<file path="config.mk">
export PLATFORM = sky130hd
export DESIGN_NAME = div_clk_period_monitor
export DESIGN_NICKNAME = d
export VERILOG_FILES = /design/src/rtl/div_clk_period_monitor.sv
export SDC_FILE = /design/constraint.sdc
export NUM_CORES = 1
export LEC_CHECK = 0
export ABC_AREA = 1
export CAP_MARGIN = 10
export CORE_MARGIN = 2
export CORE_UTILIZATION = 40
export DETAILED_ROUTE_END_ITERATION = 16
export GPL_ROUTABILITY_DRIVEN = 0
export SYNTH_ARGS = -nofsm -noshare
export SYNTH_HDL_FRONTEND = slang
export SYNTH_SLANG_ARGS = --single-unit
</file>
<file path="constraint.sdc">
create_clock -name clk -period 1.2 [get_ports clk]
set_input_delay 0.36 -clock clk [delete_from_list [all_inputs] [get_ports clk]]
set_output_delay 0.36 -clock clk [all_outputs]
set_load 0.02 [all_outputs]
</file>
<file path="src/rtl/div_clk_period_monitor.sv">
// Measures period and high time of a divided clock sampled on clk, tracks lock
// against an expected period, and raises sticky mismatch/timeout flags.
module div_clk_period_monitor #(
  parameter int EXP_PERIOD = 5,
  parameter int LOCK_COUNT = 4,
  parameter int MAX_PERIOD = 255,
  parameter int CW         = 8
) (
  input  logic          clk,
  input  logic          rst,
  input  logic          div_in,
  input  logic          clr_err,
  output logic [CW-1:0] period,
  output logic [CW-1:0] high_cnt,
  output logic          meas_valid,
  output logic          locked,
  output logic          mismatch_err,
  output logic          timeout_err
);

  localparam int SW = $clog2(LOCK_COUNT + 1);
  localparam logic [CW-1:0] EXP_C  = CW'(EXP_PERIOD);
  localparam logic [CW-1:0] MAX_C  = CW'(MAX_PERIOD);
  localparam logic [SW-1:0] LOCK_C = SW'(LOCK_COUNT);

  typedef enum logic [0:0] {SEEK = 1'b0, MEAS = 1'b1} state_t;

  state_t        state_r;
  logic          d1_r;
  logic          d2_r;
  logic [CW-1:0] cnt_r;
  logic [CW-1:0] hi_r;
  logic [SW-1:0] streak_r;

  logic          rise_s;
  logic          match_s;
  logic          mm_set_s;
  logic          to_set_s;
  logic [SW-1:0] streak_inc_s;

  // Edge detect, period comparison and error set conditions.
  always_comb begin
    rise_s   = d1_r & ~d2_r;
    match_s  = (cnt_r == EXP_C);
    mm_set_s = (state_r == MEAS) & rise_s & ~match_s;
    to_set_s = (state_r == MEAS) & ~rise_s & (cnt_r == MAX_C);
    if (streak_r >= LOCK_C) begin
      streak_inc_s = LOCK_C;
    end else begin
      streak_inc_s = streak_r + SW'(1'b1);
    end
  end

  // Sampler, measurement FSM, lock tracking and sticky error flags.
  always_ff @(posedge clk) begin
    if (!rst) begin
      state_r      <= SEEK;
      d1_r         <= 1'b0;
      d2_r         <= 1'b0;
      cnt_r        <= '0;
      hi_r         <= '0;
      streak_r     <= '0;
      period       <= '0;
      high_cnt     <= '0;
      meas_valid   <= 1'b0;
      locked       <= 1'b0;
      mismatch_err <= 1'b0;
      timeout_err  <= 1'b0;
    end else begin
      d1_r       <= div_in;
      d2_r       <= d1_r;
      meas_valid <= 1'b0;
      case (state_r)
        SEEK: begin
          if (rise_s) begin
            state_r <= MEAS;
            cnt_r   <= CW'(1'b1);
            hi_r    <= CW'(1'b1);
          end else begin
            state_r <= SEEK;
          end
        end
        MEAS: begin
          if (rise_s) begin
            period     <= cnt_r;
            high_cnt   <= hi_r;
            meas_valid <= 1'b1;
            cnt_r      <= CW'(1'b1);
            hi_r       <= CW'(1'b1);
            if (match_s) begin
              streak_r <= streak_inc_s;
              locked   <= (streak_inc_s == LOCK_C);
            end else begin
              streak_r <= '0;
              locked   <= 1'b0;
            end
          end else if (cnt_r == MAX_C) begin
            // Divider output dead: drop the partial period and re-acquire.
            state_r  <= SEEK;
            streak_r <= '0;
            locked   <= 1'b0;
          end else begin
            cnt_r <= cnt_r + CW'(1'b1);
            hi_r  <= hi_r + {{(CW-1){1'b0}}, d1_r};
          end
        end
        default: begin
          state_r  <= SEEK;
          streak_r <= '0;
          locked   <= 1'b0;
        end
      endcase
      // A set in the same cycle as clr_err takes priority.
      mismatch_err <= mm_set_s | (mismatch_err & ~clr_err);
      timeout_err  <= to_set_s | (timeout_err & ~clr_err);
    end
  end

endmodule

</file>
==> qor.csv, run 1 <==
metric;value;unit
via count;1812;
Via density;4.94;
gr ovfl total;0;
Starting Density;41.8;%
CP Data Required Time;1.44;ns
core box area;4380;um^2
CTS max path bufs;2;
critical path class;reg2reg;
Synth Flop Type;dfxtp_1;
Max VDD drop;0.556;mV
delay-heaviest family, CP;simple AND/OR/NAND/NOR gates;
TritonCTS clock tree;done;
worst skew pair latency;0.30;ns
full die area;5140;um^2
# hold bufs at CTS;0;
Num CTS Buffers;5;
Die Span Y;71.7;um
Least-Margin Pin Slew;0.259;ns
DR DRC count;0;
nets;324;
First-pass DRT Iterations;6;
vias in the first global route;1735;
most common cell in the synthesized netlist;dfxtp_1;
area grow syn2layout;52.1;%
Final Hold Viols;0;
Max-Cap Viols;0;
Met2 Wirelength;2480;um
Detail Route Antenna Nets;0;
H-tree depth;2;
initial DRC count;123;
Post-synth EDFFs;0;
# diodes;0;
ys async rst share;0;%
final setup slack of the worst path;-0.148;ns
Tot GR Track Use;20.0;%
Highest Clock Rate;742;MHz
post-route minimum period;1.35;ns
Setup-failing EPs final;26;
P_leak;1.22;nW
clock slew at reported path FFs;0.08;ns
cells along the critical path;ha_4 > nand2_4 > nor2_4 > nand2_4 > nand2_8 > nor2_4 > nand2_1 > a21oi_2;
status;complete, but fails checks;
routed wire length;5030;um
synth cell count leaders;42 x dfxtp_1, 40 x nand2_1, 32 x nor2_1;
Yosys top cell by area;dfxtp_1;
largest net degree at the start of global routing;21;
flops & latches, synth;42;
DP Wirelength;3130;um
yosys warns;0;
synth unique cells;25;
final hold slack;0.479;ns
clock sinks;42;
Worst EP arrival;1.59;ns
Worst path max stage delay;0.35;ns
Cell Rows;24;
DR top layer;met4;
headroom to the max-slew limit;82.7;%
Yosys top cell area share;45.8;%
pre-CTS setup slack;-0.255;ns
Hold/Removal Path Class;reg2reg;
placed standard-cell area;2410;um^2
design area;2790;um^2
CP max stage cell;dfxtp_4;
skew final;0.00655;ns
Post-Synthesis Cells;247;
worst path bufs/invs;0;
met1 wire length;2300;um
synth top area cells;dfxtp_1 46%, nand2_1 8.2%, a21oi_1 7.4%, nor2_1 6.5%, o21ai_0 6.3%;
initial antenna violation count;0;
met3 WL post-DR;183;um
Synth Cell Area;1830;um^2
failing checks;negative setup slack;
Layout Utilization;63.6;%
post-synthesis sequential area ratio;45.8;%
CP endpoint kind;register;
first-pass GRT wire length;7960;um
Mapped Avg Cell Area;7.43;um^2
Power Dens Cells;993;nW/um^2
Die X;71.7;um
PortBufs;23;
Final Cycle Share;112;%
Worst Setup Start Kind;register;
Slew Viols, Final;0;
layout cells sized above 1;45.1;%
unrepaired setup endpoints after global routing;true;
Clock Tree Root;clkbuf_8;
CP max FO;7;
wire length per cell;13.7;um
boundary pin count;24;
net count after synthesis;257;
[worst min-delay path, delay by kind of cell, from the launching register on]
kind	cells	cell delay [ns]
AO/OA/AOI/OAI	1	0.06
flip-flops	1	0.31
AND/OR/NAND/NOR	1	0.06
[area by class of cell]
cell class | count | area, um^2
clock inverter | 1 | 5.00
tap | 52 | 65.1
fill | 364 | 1590
multi-input combinational | 166 | 1070
sequential | 42 | 857
inverter | 31 | 126
timing repair buffer | 68 | 576
clock buffer | 7 | 86.3
[layout by cell type (no fill, tap or decap), types with 2 or more instances in the layout]
| cell type | count |
|---|---|
| dfxtp_1 | 35 |
| o21ai_1 | 3 |
| inv_4 | 4 |
| nand3_2 | 4 |
| o21ai_0 | 13 |
| ha_1 | 2 |
| nor2_1 | 28 |
| clkdlybuf4s50_1 | 3 |
| nand2_1 | 29 |
| nand3_1 | 13 |
| nor2_4 | 6 |
| nand4_1 | 4 |
| or2_2 | 2 |
| buf_12 | 3 |
| a21oi_2 | 11 |
| inv_1 | 23 |
| clkbuf_16 | 2 |
| buf_6 | 4 |
| clkbuf_8 | 6 |
| inv_2 | 4 |
| nor2_2 | 2 |
| nand2_2 | 9 |
| dfxtp_2 | 4 |
| dfxtp_4 | 3 |
| a21oi_1 | 16 |
| nand2_4 | 6 |
| buf_4 | 44 |
| ha_4 | 3 |
| o21ai_2 | 7 |
| buf_2 | 12 |
[worst paths after layout]
kind                                  to  depth (start not counted)  slack, ns     start
worst max-delay path            cnt_r[3]                          8      -0.15  cnt_r[1]
worst max register to register  cnt_r[3]                          8      -0.15  cnt_r[1]
worst min register to register    locked                          2       0.48    locked
worst min-delay path              locked                          2       0.48    locked
[logic make-up after synthesis]
kind of cell	count (synthesis)	share of synthesized area [%]
AO/OA/AOI/OAI	54	15.1
adder cells (fa/ha/maj)	6	4.09
buffers and inverters	40	9.28
flip-flops	42	45.8
AND/OR/NAND/NOR	105	25.6
[timing repair]
action                     4_1_cts  5_1_grt
cloned                           1        2
gates resized for setup        113       57
pin swaps                       16       11
setup buffers                    7        3
setup endpoints to repair       58       44
[report_power, final]
group,internal (W),switching (W)
Clock,0.000465,0.000497
Combinational,0.000159,0.000195
Sequential,0.00143,0.0000283
Total,0.00205,0.000720
[metrics by stage]
| step | TNS (ns) | power, W | std cells |
|---|---|---|---|
| after global placement | -7.27 | 0.00176 | 347 |
| final | -1.69 | 0.00277 | 367 |
| after CTS | -1.56 | 0.00273 | 362 |
| after global routing | -4.93 | 0.00289 | 367 |
| after detailed placement | -8.16 | 0.00176 | 347 |
| after floorplan | -0.212 | 0.00162 | 247 |
[state kept, by name (all words and copies together) (netlist names)]
signal and flops:
cnt_r 8, d1_r 1, d2_r 1, hi_r 8, high_cnt 8, locked 1
meas_valid 1, mismatch_err 1, period 8, state_r 1, streak_r 3, timeout_err 1
[layer usage]
metal | global-route usage (%) | vias up
met5 | 0 | -
met4 | 6.92 | 0
met3 | 5.06 | 7
met2 | 32.2 | 29
met1 | 26.1 | 844
li1 | - | 932
(Power assumes the default switching activity.)
==> run 2: changes to the inputs <==
Settings changed: CORE_MARGIN 2 to unset, CTS_CLUSTER_SIZE set to 28, SETUP_SLACK_MARGIN set to 0.3.
==> run 2 against run 1 <==
  * The run still ends with negative setup slack left
  * Final cell count up 4.4%
  * Routed wire length up 2.6%
  * Count of clock-buffer cells in the layout unchanged
  * Critical path depth unchanged
  * Clock power up 22%
  * Via count up 4.5%
  * Critical path type unchanged
==> qor.csv, run 2 (synthesized netlist as in run 1, its figures left out) <==
metric;value;unit;change
logic gate share of total power;14.0;%;+1.2 points
Die Span Y;69.7;um;-2.8%
Least-Margin Pin Slew;0.222;ns;-0.0361 ns
Cell Rows;24;;unchanged
area of the multi-input gates;1160;um^2;+8.0%
Detail Route Antenna Nets;0;;unchanged
headroom to the max-slew limit;85.2;%;+2.4 points
cell-internal power;0.00232;W;+13%
boundary pin count;24;;unchanged
TritonCTS clock tree;done;;
most common cell after layout, fill and taps aside;buf_4;;
initial antenna violation count;0;;unchanged
PortBufs;23;;unchanged
Tot GR Track Use;21.4;%;+1.4 points
Worst Setup Start Kind;register;;
DP Wirelength;3060;um;-2.2%
full die area;4860;um^2;-5.5%
Sw Share;24.2;%;-1.8 points
layout cells sized above 1;58.9;%;+14 points
delay-heaviest family, CP;flip-flops;;
status;complete, but fails checks;;
switching power;0.000740;W;+2.8%
Num CTS Buffers;5;;unchanged
most used cell, CP;buf_4;;
Starting Density;41.8;%;unchanged
# hold bufs at CTS;0;;unchanged
core box area;4380;um^2;unchanged
cells along the critical path;ha_4 > nand2_4 > nor2_4 > buf_4 > buf_4 > nand4_1 > a21oi_1 > o21a_1;;
first-pass GRT wire length;8300;um;+4.3%
H-tree depth;2;;unchanged
Worst EP arrival;1.60;ns;about the same
gr ovfl total;0;;unchanged
wire length per cell;13.5;um;-1.7%
met1 usage;26.2;%;+0.089 points
Max VDD drop;0.601;mV;+8.0%
# diodes;0;;unchanged
post-route minimum period;1.35;ns;-0.000106 ns
GR Layer Usage met2;37.2;%;+5.0 points
Setup-failing EPs final;38;;+46%
TNS Setup;-2.62;ns;-0.926 ns
CTS max path bufs;2;;unchanged
area grow syn2layout;76.9;%;
CP endpoint kind;register;;
final setup slack of the worst path;-0.148;ns;+0.000106 ns
met3 usage;3.78;%;-1.3 points
Worst path max stage delay;0.37;ns;+0.02 ns
largest net degree at the start of global routing;20;;-4.8%
Final Cycle Share;112;%;about the same
worst path bufs/invs;2;;+2
Fillers;326;;-10%
vias in the first global route;1808;;+4.2%
Hold/Removal Path Class;reg2reg;;
Slew Viols, Final;0;;unchanged
pre-CTS setup slack;-0.292;ns;-0.0368 ns
most frequent cells in the layout;45 x buf_4, 30 x nand2_1, 25 x buf_6, 24 x nor2_1;;
Final Hold Viols;0;;unchanged
CP max stage cell;dfxtp_4;;
routed wire length;5170;um;+2.6%
critical path class;reg2reg;;
Die X;69.7;um;-2.8%
Layout Utilization;74.0;%;+10 points
worst skew pair latency;0.30;ns;about the same
failing checks;negative setup slack;;
nets;340;;+4.9%
clock group share of total power;38.2;%;+3.5 points
skew final;0.00792;ns;+0.00137 ns
CP Data Required Time;1.45;ns;about the same
clock sinks;42;;unchanged
Via density;4.95;;+0.16%
via count;1894;;+4.5%
DR DRC count;0;;unchanged
clock slew at reported path FFs;0.08;ns;about the same
First-pass DRT Iterations;4;;-2
Power Dens Cells;944;nW/um^2;-4.9%
initial DRC count;77;;-37%
GR peak layer;met2;;
share of total power in sequential cells;47.8;%;-4.7 points
Clock Tree Root;clkbuf_8;;
Highest Clock Rate;742;MHz;about the same
Max-Cap Viols;0;;unchanged
Reg area;883;um^2;+3.1%
unrepaired setup endpoints after global routing;true;;
CP max FO;2;;-5
P_leak;1.40;nW;+14%
-- run 2: cell count changes in the layout (fill, tap and decap cells not counted), moves of 8 or more --
cell     delta
dfxtp_1    -19
dfxtp_2    +18
o21ai_2     +8
o21ai_0    -12
buf_6      +21
buf_2      -12
-- run 2: per-stage QoR --
step                power (W)  area (um^2)  std cells  hold slack [ns]
floorplan             0.00164         1900        247            0.431
global placement      0.00176         2430        352            0.440
detailed placement    0.00176         2430        352            0.445
CTS                   0.00303         3000        371            0.467
global route          0.00317         3240        383            0.501
finish                0.00306         3240        383            0.479
-- run 2: layer usage --
metal | wire length (um) | vias up
li1 | - | 963
met1 | 2300 | 881
met2 | 2580 | 37
met3 | 149 | 13
met4 | 140 | 0
met5 | 0 | -
-- run 2: timing repair --
action / in CTS / in global routing
pin swaps: 32 / 17
cloned: 5 / 0
setup buffers: 6 / 12
setup endpoints to repair: 62 / 62
resized for setup: 197 / 42
-- run 2: worst reg2reg max path, cell delays in order (launching register included) --
cell     delay (ns)
dfxtp_4        0.37
ha_4           0.14
nand2_4        0.06
nor2_4         0.14
buf_4          0.12
buf_4          0.10
nand4_1        0.10
a21oi_1        0.15
o21a_1         0.13
-- run 2: area by class of cell --
type                       count  area share [%]
multi-input combinational    166            35.8
timing repair buffer          84            27.7
sequential                    42            27.2
inverter                      31            3.74
clock buffer                   7            2.66
tap                           52            2.01
clock inverter                 1           0.926
-- run 2: path summary, 6_finish.rpt --
kind | from | endpoint | slack (ns) | depth (start not counted)
setup / recovery | cnt_r[1] | cnt_r[6] | -0.15 | 8
hold / removal | hi_r[7] | hi_r[7] | 0.48 | 2
setup reg to reg | cnt_r[1] | cnt_r[6] | -0.15 | 8
hold reg to reg | hi_r[7] | hi_r[7] | 0.48 | 2
-- run 2: power by group through the flow --
stage          logic [W]  clock network [W]  registers [W]
2_1_floorplan   0.000132                  0        0.00150
3_3_place_gp    0.000284                  0        0.00148
3_5_place_dp    0.000284                  0        0.00148
4_1_cts         0.000373            0.00120        0.00146
5_1_grt         0.000461            0.00124        0.00147
6_report        0.000430            0.00117        0.00146
